==> src/rtl/spaceship_pkg.sv <==
// Shared constants, heading LUT helper and FSM states for ship motion.
package spaceship_pkg;

  localparam int ANGLE_W = 4;
  localparam int FRAC = 6;

  localparam int SCREEN_W_DEF = 640;
  localparam int SCREEN_H_DEF = 480;

  // sin(k * 22.5 deg) in Q.6 for k = 0..4
  localparam logic signed [7:0] QSIN [0:4] = '{
    8'sd0, 8'sd25, 8'sd45, 8'sd59, 8'sd64
  };

  typedef enum logic [1:0] {
    S_IDLE  = 2'd0,
    S_LATCH = 2'd1,
    S_VEL   = 2'd2,
    S_POS   = 2'd3
  } state_e;

  // Odd quadrants walk the table backwards; the lower half negates.
  function automatic logic signed [7:0] sin_q6(
    input logic [ANGLE_W-1:0] a
  );
    logic [2:0] idx;
    logic signed [7:0] mag;
    idx = a[2] ? 3'(3'd4 - {1'b0, a[1:0]})
               : {1'b0, a[1:0]};
    mag = QSIN[idx];
    return a[3] ? -mag : mag;
  endfunction

endpackage

==> src/rtl/spaceship_yon_lut.sv <==
// Heading to unit direction vector; screen Y grows downward.
module spaceship_yon_lut
  import spaceship_pkg::*;
(
  input  logic [ANGLE_W-1:0] angle_i,
  output logic signed [7:0]  dx_o,
  output logic signed [7:0]  dy_o
);

  logic [ANGLE_W-1:0] cos_a;

  assign cos_a = angle_i + ANGLE_W'(4);
  assign dx_o  = sin_q6(angle_i);
  assign dy_o  = -sin_q6(cos_a);

endmodule

==> src/rtl/spaceship_hareket.sv <==
// Per-frame ship integrator: thrust, drag, speed clamp, edge wrap.
module spaceship_hareket
  import spaceship_pkg::*;
#(
  parameter int SCREEN_W    = SCREEN_W_DEF,
  parameter int SCREEN_H    = SCREEN_H_DEF,
  parameter int START_X     = 320,
  parameter int START_Y     = 240,
  parameter int VMAX        = 4,
  parameter int ACCEL_SHIFT = 3
)(
  input  logic                clk,
  input  logic                rst,
  input  logic                frame_tick,
  input  logic [ANGLE_W-1:0]  angle,
  input  logic                thrust,
  output logic [9:0]          pos_x,
  output logic [9:0]          pos_y,
  output logic                moving,
  output logic                update_done
);

  localparam int PW = 16;
  localparam int VW = 12;
  localparam int SW = PW + 2;

  localparam logic signed [VW:0] LIM =
    (VW+1)'(VMAX << FRAC);
  localparam logic signed [SW-1:0] WRAP_X =
    SW'(SCREEN_W << FRAC);
  localparam logic signed [SW-1:0] WRAP_Y =
    SW'(SCREEN_H << FRAC);
  localparam logic [PW-1:0] P0_X = PW'(START_X << FRAC);
  localparam logic [PW-1:0] P0_Y = PW'(START_Y << FRAC);

  state_e state_q, state_d;
  logic thrust_q, thrust_d;
  logic signed [7:0] ax_q, ax_d, ay_q, ay_d;
  logic signed [VW-1:0] vx_q, vx_d, vy_q, vy_d;
  logic [PW-1:0] px_q, px_d, py_q, py_d;
  logic moving_q, moving_d;
  logic done_q, done_d;
  logic signed [7:0] dx, dy;

  spaceship_yon_lut u_lut (
    .angle_i (angle),
    .dx_o    (dx),
    .dy_o    (dy)
  );

  function automatic logic signed [VW-1:0] vel_step(
    input logic signed [VW-1:0] v,
    input logic signed [7:0]    a,
    input logic                 thr
  );
    logic signed [VW:0] s;
    logic signed [VW-1:0] r;
    if (thr) begin
      s = {v[VW-1], v} + {{(VW-7){a[7]}}, a};
      if (s > LIM)       r = LIM[VW-1:0];
      else if (s < -LIM) r = 12'(-LIM);
      else               r = s[VW-1:0];
    end else if (v > -12'sd16 && v < 12'sd16) begin
      r = '0;
    end else begin
      r = v - (v >>> 4);
    end
    return r;
  endfunction

  // Speed is far below screen size, so one correction suffices.
  function automatic logic [PW-1:0] wrap(
    input logic [PW-1:0]        p,
    input logic signed [VW-1:0] v,
    input logic signed [SW-1:0] m
  );
    logic signed [SW-1:0] s;
    s = $signed({2'b00, p})
      + $signed({{(SW-VW){v[VW-1]}}, v});
    if (s >= m)          s = s - m;
    else if (s < 18'sd0) s = s + m;
    return s[PW-1:0];
  endfunction

  always_comb begin
    state_d  = state_q;
    thrust_d = thrust_q;
    ax_d     = ax_q;
    ay_d     = ay_q;
    vx_d     = vx_q;
    vy_d     = vy_q;
    px_d     = px_q;
    py_d     = py_q;
    moving_d = moving_q;
    done_d   = 1'b0;
    unique case (state_q)
      S_IDLE: begin
        if (frame_tick) state_d = S_LATCH;
      end
      S_LATCH: begin
        thrust_d = thrust;
        ax_d     = dx >>> ACCEL_SHIFT;
        ay_d     = dy >>> ACCEL_SHIFT;
        state_d  = S_VEL;
      end
      S_VEL: begin
        vx_d    = vel_step(vx_q, ax_q, thrust_q);
        vy_d    = vel_step(vy_q, ay_q, thrust_q);
        state_d = S_POS;
      end
      S_POS: begin
        px_d     = wrap(px_q, vx_q, WRAP_X);
        py_d     = wrap(py_q, vy_q, WRAP_Y);
        moving_d = (vx_q != '0) || (vy_q != '0);
        done_d   = 1'b1;
        state_d  = S_IDLE;
      end
      default: state_d = S_IDLE;
    endcase
  end

  always_ff @(posedge clk) begin
    if (rst) begin
      state_q  <= S_IDLE;
      thrust_q <= 1'b0;
      ax_q     <= '0;
      ay_q     <= '0;
      vx_q     <= '0;
      vy_q     <= '0;
      px_q     <= P0_X;
      py_q     <= P0_Y;
      moving_q <= 1'b0;
      done_q   <= 1'b0;
    end else begin
      state_q  <= state_d;
      thrust_q <= thrust_d;
      ax_q     <= ax_d;
      ay_q     <= ay_d;
      vx_q     <= vx_d;
      vy_q     <= vy_d;
      px_q     <= px_d;
      py_q     <= py_d;
      moving_q <= moving_d;
      done_q   <= done_d;
    end
  end

  assign pos_x       = px_q[PW-1:FRAC];
  assign pos_y       = py_q[PW-1:FRAC];
  assign moving      = moving_q;
  assign update_done = done_q;

endmodule

==> config.mk <==
export PLATFORM = sky130hd
export DESIGN_NAME = spaceship_hareket
export DESIGN_NICKNAME = d
export VERILOG_FILES = /design/src/rtl/spaceship_pkg.sv /design/src/rtl/spaceship_yon_lut.sv /design/src/rtl/spaceship_hareket.sv
export SDC_FILE = /design/constraint.sdc
export NUM_CORES = 1
export LEC_CHECK = 0
export BUFFER_PORTS_ARGS = -buffer_cell sky130_fd_sc_hd__buf_4
export CELL_PAD_IN_SITES_DETAIL_PLACEMENT = 0
export CELL_PAD_IN_SITES_GLOBAL_PLACEMENT = 2
export CORE_ASPECT_RATIO = 0.9
export CORE_MARGIN = 10
export CORE_UTILIZATION = 35
export CTS_BUF_LIST = sky130_fd_sc_hd__clkbuf_8
export DETAILED_ROUTE_END_ITERATION = 16
export GPL_ROUTABILITY_DRIVEN = 1
export PLACE_DENSITY = 0.85
export REMOVE_ABC_BUFFERS = 1
export SLEW_MARGIN = 20
export SYNTH_ARGS = -nofsm -noshare
export SYNTH_HDL_FRONTEND = slang
export SYNTH_SLANG_ARGS = --single-unit
==> constraint.sdc <==
create_clock -name clk -period 4.2 [get_ports clk]
set_clock_uncertainty 0.05 [all_clocks]
set_input_delay 0.84 -clock clk [delete_from_list [all_inputs] [get_ports clk]]
set_output_delay 0.84 -clock clk [all_outputs]
set_load 0.01 [all_outputs]
==> flow_summary.json <==
{
  "period_share_pct": 88.9,
  "startpoint_type": "register",
  "portBuffers": 29,
  "floorplan.die_area_um2": 28100,
  "clock-sinks": 71,
  "tns_ps": 0,
  "antenna_found_initial": 0,
  "postCtsHoldBufs": 0,
  "synth_enable_flop_cells": 0,
  "hold_class": "reg2reg",
  "required_ps": 4430,
  "grt_overflow": 0,
  "arrival_ps": 3960,
  "rows": 51,
  "end_kind": "register",
  "cts_root_buf": "clkbuf_8",
  "clkTransAtPathRegs_ps": 90,
  "num_antenna_cells": 0,
  "synth.cell_area_um2": 7620,
  "max_freq_mhz": 268,
  "drv_cap": 0,
  "ant_nets": 0,
  "clk_latency_ps": 370,
  "synth.distinct_cells": 69,
  "slew_headroom_pct": 47.0,
  "rsz0062_at_grt": "false",
  "yosys_most_used_dff": "dfxtp_1",
  "vdd_drop_max_uv": 449,
  "htreeDepth": 3,
  "worst_pin_slew_ps": 793,
  "layout-area-overhead-vs-synth_pct": 7.80,
  "cts_tree": "yes",
  "wl_per_cell_um": 15.1,
  "gp_congestion": 0.842,
  "leakage_uw": 0.00350,
  "ys_warn_count": 0,
  "nFillCells": 2300,
  "synth.most_common_cell": "nor2_1",
  "ioPinCount": 30,
  "via_count": 6923,
  "dr.pass1.iters": 4,
  "synth_top_cells_by_count": "nor2_1, ha_1, a21oi_1",
  "drt-initial-drc-count": 321,
  "yosys-top-cells-area": "dfxtp_1, ha_1, a21oi_1, nor2_1, xnor2_1",
  "drv_slew": 0,
  "via_per_inst": 5.37,
  "final_nets": 1103,
  "synthCells": 996,
  "criticalPathCategory": "reg2reg",
  "hpwl_um": 15100,
  "seq_area_frac_synth_pct": 18.7,
  "grt_pass1_vias": 6621,
  "grt_max_degree": 42,
  "core_um2": 21500,
  "start_util_pct": 35.4,
  "syn_area_per_cell_um2": 7.65,
  "synth.largest_area_cell": "dfxtp_1",
  "post_cts.repair.setup_buffers": 0,
  "grt_usage_pct": 14.0,
  "cts_buffer_depth": 2,
  "die_y_um": 160,
  "wirelength_um": 19500,
  "powerDensity_nw_per_um2": 690,
  "grt_pass1_wl_um": 33400,
  "setup_violations": 0,
  "async_flop_share_pct": 0,
  "min_period_ps": 3730,
  "drc": 0,
  "die_w_um": 176,
  "outcome": "finished clean",
  "drive_gt1_share_pct": 6.71,
  "synth_top_area_share_pct": 18.7,
  "synth-seq-cells": 71,
  "finish.utilization_pct": 38.2,
  "hold_viol_final": 0,
  "numCtsBuffers": 9,
  "cts_resized": 0,
  "crit_fanout": 7
}
-- metrics by stage --
| step | power (µW) | hold WS [ps] | std cells | setup WS [ps] | instance area (µm²) |
|---|---|---|---|---|---|
| 5_1_grt | 6290 | 442 | 1290 | 105 | 8210 |
| 6_report | 5670 | 428 | 1290 | 467 | 8210 |
| 4_1_cts | 5690 | 429 | 1290 | 478 | 8210 |
| 3_5_place_dp | 5050 | 414 | 1274 | 494 | 8010 |
| 3_3_place_gp | 5070 | 416 | 1274 | 579 | 8010 |
| 2_1_floorplan | 4070 | 394 | 943 | 996 | 7340 |
-- state kept, by name (all words and copies together) (netlist names) --
signal,count
py_q,16
ax_q,5
state_q,2
thrust_q,1
vy_q,12
update_done,1
ay_q,5
moving,1
px_q,16
vx_q,12
-- cell families (layout without fill, tap and decap cells) --
family	after synthesis	count (layout)	synth area share (%)
flops	71	71	18.7
xor+xnor	57	57	6.55
mux	26	26	3.43
fa+ha+maj	101	101	17.2
compound gates	326	326	28.1
buf+inv	114	117	6.63
simple gates	301	301	19.4
-- layout by cell type (no fill, tap or decap), types with 13 or more instances in the layout --
| cell | instances |
|---|---|
| a21oi_1 | 93 |
| a211oi_1 | 25 |
| dfxtp_1 | 71 |
| inv_1 | 60 |
| o21ai_0 | 44 |
| ha_1 | 95 |
| a21o_1 | 29 |
| or3_1 | 13 |
| nor2_1 | 106 |
| o21bai_1 | 14 |
| xnor2_1 | 38 |
| buf_4 | 40 |
| mux2i_1 | 25 |
| o21ai_1 | 25 |
| nand2b_1 | 20 |
| nand2_1 | 50 |
| xor2_1 | 19 |
| nand3_1 | 17 |
| nor3_1 | 31 |
-- worst paths after layout --
path	startpoint	to	slack [ps]	cells after the start
setup / recovery	vy_q[1]$_SDFFE_PP0P_	py_q[14]$_SDFFE_PP0P_	470	11
hold / removal	ax_q[0]$_SDFFE_PP0N_	ax_q[0]$_SDFFE_PP0N_	430	2
setup reg to reg	vy_q[1]$_SDFFE_PP0P_	py_q[14]$_SDFFE_PP0P_	470	11
hold reg to reg	ax_q[0]$_SDFFE_PP0N_	ax_q[0]$_SDFFE_PP0N_	430	2
-- critical path, stage by stage (launching register included) --
cell and delay, ps:
dfxtp_1 510, inv_1 130, fa_1 460, nand2b_1 180, a21oi_1 290, o2111a_1 320, nor4_1 80, nor3_1 590
o311ai_1 200, a22o_1 330, a2111o_1 430, o311ai_1 80
-- power by group --
group / switching (µW) / leakage, µW / internal (µW)
Combinational: 2330 / 0.00283 / 1690
Sequential: 240 / 0.000577 / 815
Clock: 303 / 0.0000912 / 292
Total: 2870 / 0.00350 / 2800
-- area by class of cell --
| class | instances | area (µm²) | share of cell area, % |
|---|---|---|---|
| well taps | 291 | 364 | 4.43 |
| repair buffers | 40 | 300 | 3.66 |
| clock inverters | 6 | 68.8 | 0.838 |
| flip-flops and latches | 71 | 1420 | 17.3 |
| inverters | 61 | 229 | 2.79 |
| clock buffers | 10 | 138 | 1.68 |
| multi-input cells | 811 | 5690 | 69.3 |
-- metal layers --
layer | global-route usage [%] | wire length [µm]
met4 | 2.43 | 125
met3 | 2.59 | 562
met1 | 19.3 | 10200
met2 | 22.5 | 8660
met5 | 0 | 0
(Power assumes the default switching activity.)
